$ cat config.mk
export PLATFORM = sky130hd
export DESIGN_NAME = led_bar_gauge
export DESIGN_NICKNAME = d
export VERILOG_FILES = /design/src/rtl/led_bar_gauge.sv
export SDC_FILE = /design/constraint.sdc
export NUM_CORES = 1
export LEC_CHECK = 0
export CORE_ASPECT_RATIO = 1.1
export CORE_MARGIN = 2
export CORE_UTILIZATION = 53
export CTS_CLUSTER_SIZE = 28
export DETAILED_ROUTE_END_ITERATION = 6
export PLACE_DENSITY_LB_ADDON = 0.12
export SLEW_MARGIN = 20
export SYNTH_ARGS = -nofsm -noshare
export SYNTH_HDL_FRONTEND = slang
export SYNTH_SLANG_ARGS = --single-unit
$ cat constraint.sdc
create_clock -name CLOCK -period 2.5 [get_ports CLOCK]
set_input_delay 0.5 -clock CLOCK [delete_from_list [all_inputs] [get_ports CLOCK]]
set_output_delay 0.5 -clock CLOCK [all_outputs]
set_load 0.03 [all_outputs]
$ cat src/rtl/led_bar_gauge.sv
// Thermometer-coded LED bar gauge. A prescaler paces a saturating level register
// that drains (mode 0) or fills (mode 1); the bar, flags and level decode combinationally.
module led_bar_gauge #(
    parameter int N_LED      = 13,
    parameter int TICK_DIV   = 25_000_000,
    parameter bit ANCHOR_LSB = 1'b1
) (
    input  logic                         CLOCK,
    input  logic                         RESET,
    input  logic                         run,
    input  logic                         mode,
    input  logic                         restart,
    output logic [N_LED-1:0]             LED,
    output logic [$clog2(N_LED+1)-1:0]   level,
    output logic                         empty,
    output logic                         full,
    output logic                         done
);

    localparam int LW = $clog2(N_LED + 1);
    localparam int PW = (TICK_DIV > 1) ? $clog2(TICK_DIV) : 1;

    localparam logic [LW-1:0] LVL_MAX  = LW'(N_LED);
    localparam logic [PW-1:0] PCNT_TOP = PW'(TICK_DIV - 1);

    logic [PW-1:0] pcnt;
    logic [LW-1:0] lvl;
    logic          done_q;
    logic          tick;

    assign tick = run && (pcnt == PCNT_TOP);

    // NOTE: non-blocking assignments keep every register sampling pre-edge values.
    always_ff @(posedge CLOCK) begin
        if (RESET) begin
            lvl    <= LVL_MAX;
            pcnt   <= '0;
            done_q <= 1'b0;
        end else if (restart) begin
            lvl    <= mode ? '0 : LVL_MAX;
            pcnt   <= '0;
            done_q <= 1'b0;
        end else begin
            // done is a single-cycle pulse, so it falls back to 0 unless this is a terminal step
            done_q <= 1'b0;
            if (run) begin
                if (tick) begin
                    pcnt <= '0;
                    if (!mode && lvl != '0) begin
                        lvl    <= lvl - LW'(1);
                        done_q <= (lvl == LW'(1));
                    end else if (mode && lvl != LVL_MAX) begin
                        lvl    <= lvl + LW'(1);
                        done_q <= (lvl == LVL_MAX - LW'(1));
                    end
                end else begin
                    pcnt <= pcnt + PW'(1);
                end
            end
        end
    end

    // NOTE: LED gets a full default before the loop so no bit can infer a latch.
    always_comb begin
        LED = '0;
        for (int i = 0; i < N_LED; i++) begin
            if (ANCHOR_LSB) begin
                LED[i] = (i < int'(lvl));
            end else begin
                LED[N_LED-1-i] = (i < int'(lvl));
            end
        end
    end

    assign level = lvl;
    assign empty = (lvl == '0);
    assign full  = (lvl == LVL_MAX);
    assign done  = done_q;

endmodule

Word-level counts from Yosys, hierarchy flattened --
Index checks and enable logic that the tools add are counted.
Storage, ports and cells: output and inout bits 20, input port bits 5, flip-flop bits (word level) 30
Operators by class: bitwise gates (word level) 2, muxes and demuxes 9, $lt $le $gt $ge 13, add/subtract/negate cells 3, equal/unequal tests 5, reduce and logical (&&, ||, !) cells 12
Operator list (number):
- $add 25x1->25 const B | 1
- $eq 25x25->1 const B | 1
- $mux 25 | 1
- $mux 4 | 6
- $lt 4x4->1 const A | 5
- $lt 3x4->1 const A | 4
- $eq 4x4->1 const B | 2
- $lt 1x4->1 const A | 2
- $lt 2x4->1 const A | 2
- $add 4x1->4 const B | 1
- $eq 4x1->1 const B | 1
- $logic_not 4->1 | 1
- $ne 4x4->1 const B | 1
- $reduce_bool 2->1 | 2
- $reduce_bool 4->1 | 1
- $reduce_or 4->1 | 1
- $sub 4x1->4 const B | 1
- $logic_and 1x1->1 | 3
- $reduce_and 3->1 | 1
- $reduce_bool 3->1 | 1
- $mux 1 | 2
- $not 1->1 | 2
- $reduce_or 2->1 | 1
- $logic_not 1->1 | 1

Depth between registers and ports, before layout --
depth after elaboration 7, depth in mapped cells 9

Worst setup path after synthesis --
No wires, ideal clock.
path type flip-flop to flip-flop, start register lvl[1] (netlist: level[1]), end register lvl[1] (netlist: level[1]), arrival 2528 ps, cell stages (with the launch flop) 9, data required time 2397 ps, setup slack -131 ps, buffers on the path 1, clock period less this slack 2631 ps, cell sequence dfxtp_1 -> inv_1 -> ha_1 -> nand2_1 -> inv_1 -> mux2i_1 -> or4b_1 -> buf_2 -> a2111oi_2
Between the ends: longest elaborated chain between the ends 6, elaborated cells between the ends (all ways) 13, those cells by class add/sub (2); eq/ne (1); mux (5); reduce/logical (5)
RTL lines:
- start, declared | RTL line 27 | logic [LW-1:0] lvl;
- start signal, assigned | RTL line 40 | lvl <= mode ? '0 : LVL_MAX;
- start signal, assigned | RTL line 50 | lvl <= lvl - LW'(1);
- start signal, assigned | RTL line 53 | lvl <= lvl + LW'(1);
- $add 4x1->4 / $reduce_bool 4->1 (equally long branches) | RTL line 53, 49
- $mux 4 / $logic_and 1x1->1 (equally long branches) | RTL line 52, 49
- $mux 4 | RTL line 49 | if (!mode && lvl != '0) begin
- $mux 4 | RTL line 47 | if (tick) begin
- $mux 4 | RTL line 46 | if (run) begin
- $mux 4 | RTL line 39 | end else if (restart) begin
Several ways; a longest one is shown, not always the timed one. The select of a mux whose other input is x is not followed. A chain may end at the register's enable or synchronous reset.

Final worst setup path --
start register lvl[1] (netlist: level[1]), end output port full
Between the ends: longest elaborated chain between the ends 1
RTL lines:
- $eq 4x4->1 | RTL line 77 | assign full = (lvl == LVL_MAX);
- end, declared | RTL line 16 | output logic full,
Every way passes these cells.

==> qor.yml <==
fin_skew_ns: 0.00525
wl_um: 3480
cp.arrival_ns: 1.92
rows: 21
reg2reg_from: "level[1]"
ff_latch_area_um2: 606
peakVddDrop_v: 0.000348
required_ns: 2.00
fin_util_pct: 67.3
cts_buffer_depth: 2
clk_latency_ns: 0.32
grt_max_degree: 26
cts_inserted_buffers: 5
fillers: 280
hp-class: "reg -> reg"
p_per_area_nw_per_um2: 456
nets: 239
tightest_slew_ns: 0.367
drt_iter0_markers: 42
path_clk_slew_ns: 0.09
cts_tree: "done"
dieWidth_um: 56.6
multiInputGateArea_um2: 921
drc: 0
synth_top_flop_cell: "dfxtp_1"
grt_use_total_pct: 20.6
crit_type: "reg -> out"
period_share_pct: 96.7
synth.cell_area_um2: 1610
finalNonFillerCells: 265
htreeDepth: 2
cts_setup_buffers: 0
maxCapViolCount: 0
syn_inst: 201
whs_ns: 0.494
p_leak_nw: 0.712
hold_depth: 2
yosysTopAreaCell: "dfxtp_1"
place_congestion: 0.867
cp-end-kind: "primary output"
setup-tns-final_ns: 0
synth_edf_count: 0
dp_cells: 257
whs_endpoint: "pcnt[1]"
io_buffers: 24
syn_avg_cell_area_um2: 8.02
wire_per_inst_um: 13.1
routed_via_density: 5.53
initial_core_util_pct: 54.3
cts_sinks: 30
rsz0062_at_grt: "no"
yosysWarnings: 0
async_reset_ff_share_pct: 0
yosysMostFrequentCell: "nor2_1"
synth-seq-cells: 30
coreArea_um2: 2970
synthDistinctLibCells: 42
startpoint_type: "flop"
antenna_found_initial: 0
synth_top_area_share_pct: 37.2
yosysSeqAreaShare_pct: 37.2
ff2ff_setup_slack_ns: 0.33
firstDrtPassIters: 4
syn_nets: 210
drt.antenna.violating_nets: 0
synth.area.top_cells: "dfxtp_1, nor2_1, xnor2_1, xor2_1, nand2_1"
crit_fanout: 7
io_pins: 25
grt_pass1_vias: 1333
status: "complete, no violations"
cts-root-buf: "clkbuf_4"
finalSetupViolations: 0
max_freq_ghz: 0.414
rr_worst_depth: 6
ys_top_cells_by_count: "nor2_1, dfxtp_1, nand2_1"
maxSlewHeadroom_pct: 74.9
hold_start: "pcnt[1]"
area_growth_pct: 23.8
hold_viol: 0
overflow: 0
fp.dieArea_um2: 3500
period_needed_ns: 2.42
hpwl_um: 2640
chipHeight_um: 61.9
rr_endpoint: "level[1]"
vias: 1465
slew_viol_final: 0
grt_pass1_wl_um: 5540
diodes: 0
drive_gt1_share_pct: 10.4
==> power by group <==
part	internal [mW]	leakage, nW	total (mW)	switching [mW]
sequential	0.482	0.242	0.492	0.0104
combinational	0.0536	0.435	0.126	0.0729
clock	0.136	0.0353	0.291	0.155
==> layout by cell type (no fill, tap or decap), drive strengths merged, types with 6 or more instances in the layout <==
cell type and count:
nor2 33, dfxtp 30, clkdlybuf4s50 20, nand2 19, xnor2 12, xor2 11
inv 10, nor4 10, buf 10, nand3 7, clkbuf 7, nor3 6
nand4 6
==> worst max-delay path, cell delays in order, from the launching register on <==
cell and delay (ns):
dfxtp_2 0.36, inv_1 0.13, ha_1 0.22, and3_1 0.20, clkdlybuf4s50_1 0.68
==> stage by stage <==
stage | worst slack [ns] | power [mW] | cell area [µm²]
after floorplan | 0.0288 | 0.578 | 1620
after CTS | 0.0203 | 0.923 | 1990
after detailed placement | 0.0965 | 0.631 | 1930
after global placement | 0.119 | 0.627 | 1930
final | 0.0833 | 0.910 | 2000
after global routing | 0.0113 | 0.950 | 2000
==> registers in the layout (all words and copies together), names as in the netlist <==
name / flops
done: 1
level: 4
pcnt: 25
==> cell type report <==
class / count / share of cell area, %
clock buffer: 7 / 2.76
tap: 34 / 2.13
clock inverter: 1 / 0.251
multi-input combinational: 149 / 46.1
sequential: 30 / 30.3
timing repair buffer: 34 / 16.5
inverter: 10 / 1.88
==> layer usage <==
layer  track usage [%]  up-vias  routed length [µm]  share of wire, %
li1                  -      746                   -                 -
met1              20.2      684                1460                42
met2              39.5       30                1780                51
met3              7.04        5                 185               5.3
met4              10.2        0                  51               1.5
met5                 0        -                   0                 0
==> cell families after synthesis <==
family | count (synthesis) | synth area share, %
DFF | 30 | 37.2
and+or+nand+nor | 100 | 31.3
buffers and inverters | 22 | 5.66
xor gates and xnor gates | 23 | 12.5
muxes | 1 | 0.621
adders and majority gates | 4 | 3.10
AOI/OAI and AO/OA | 21 | 9.62
==> how the worst max path moves through the flow <==
stage	depth (start not counted)	endpoint	slack, ns	startpoint
final	4	full	0.08	level[1]
after global routing	4	LED[12]	0.01	level[1]
after CTS	4	empty	0.02	level[3]
after detailed placement	5	level[1]	0.1	run
after global placement	5	level[1]	0.12	run
after floorplan	8	level[1]	0.03	level[1]
==> what timing repair did <==
action                                  CTS  global route
endpoints found under the setup margin    2             4
hold buffers                              0             0
gates resized for setup                   2             4
pin swaps                                 0             0
Note: power is estimated with default switching activity, not from simulation.
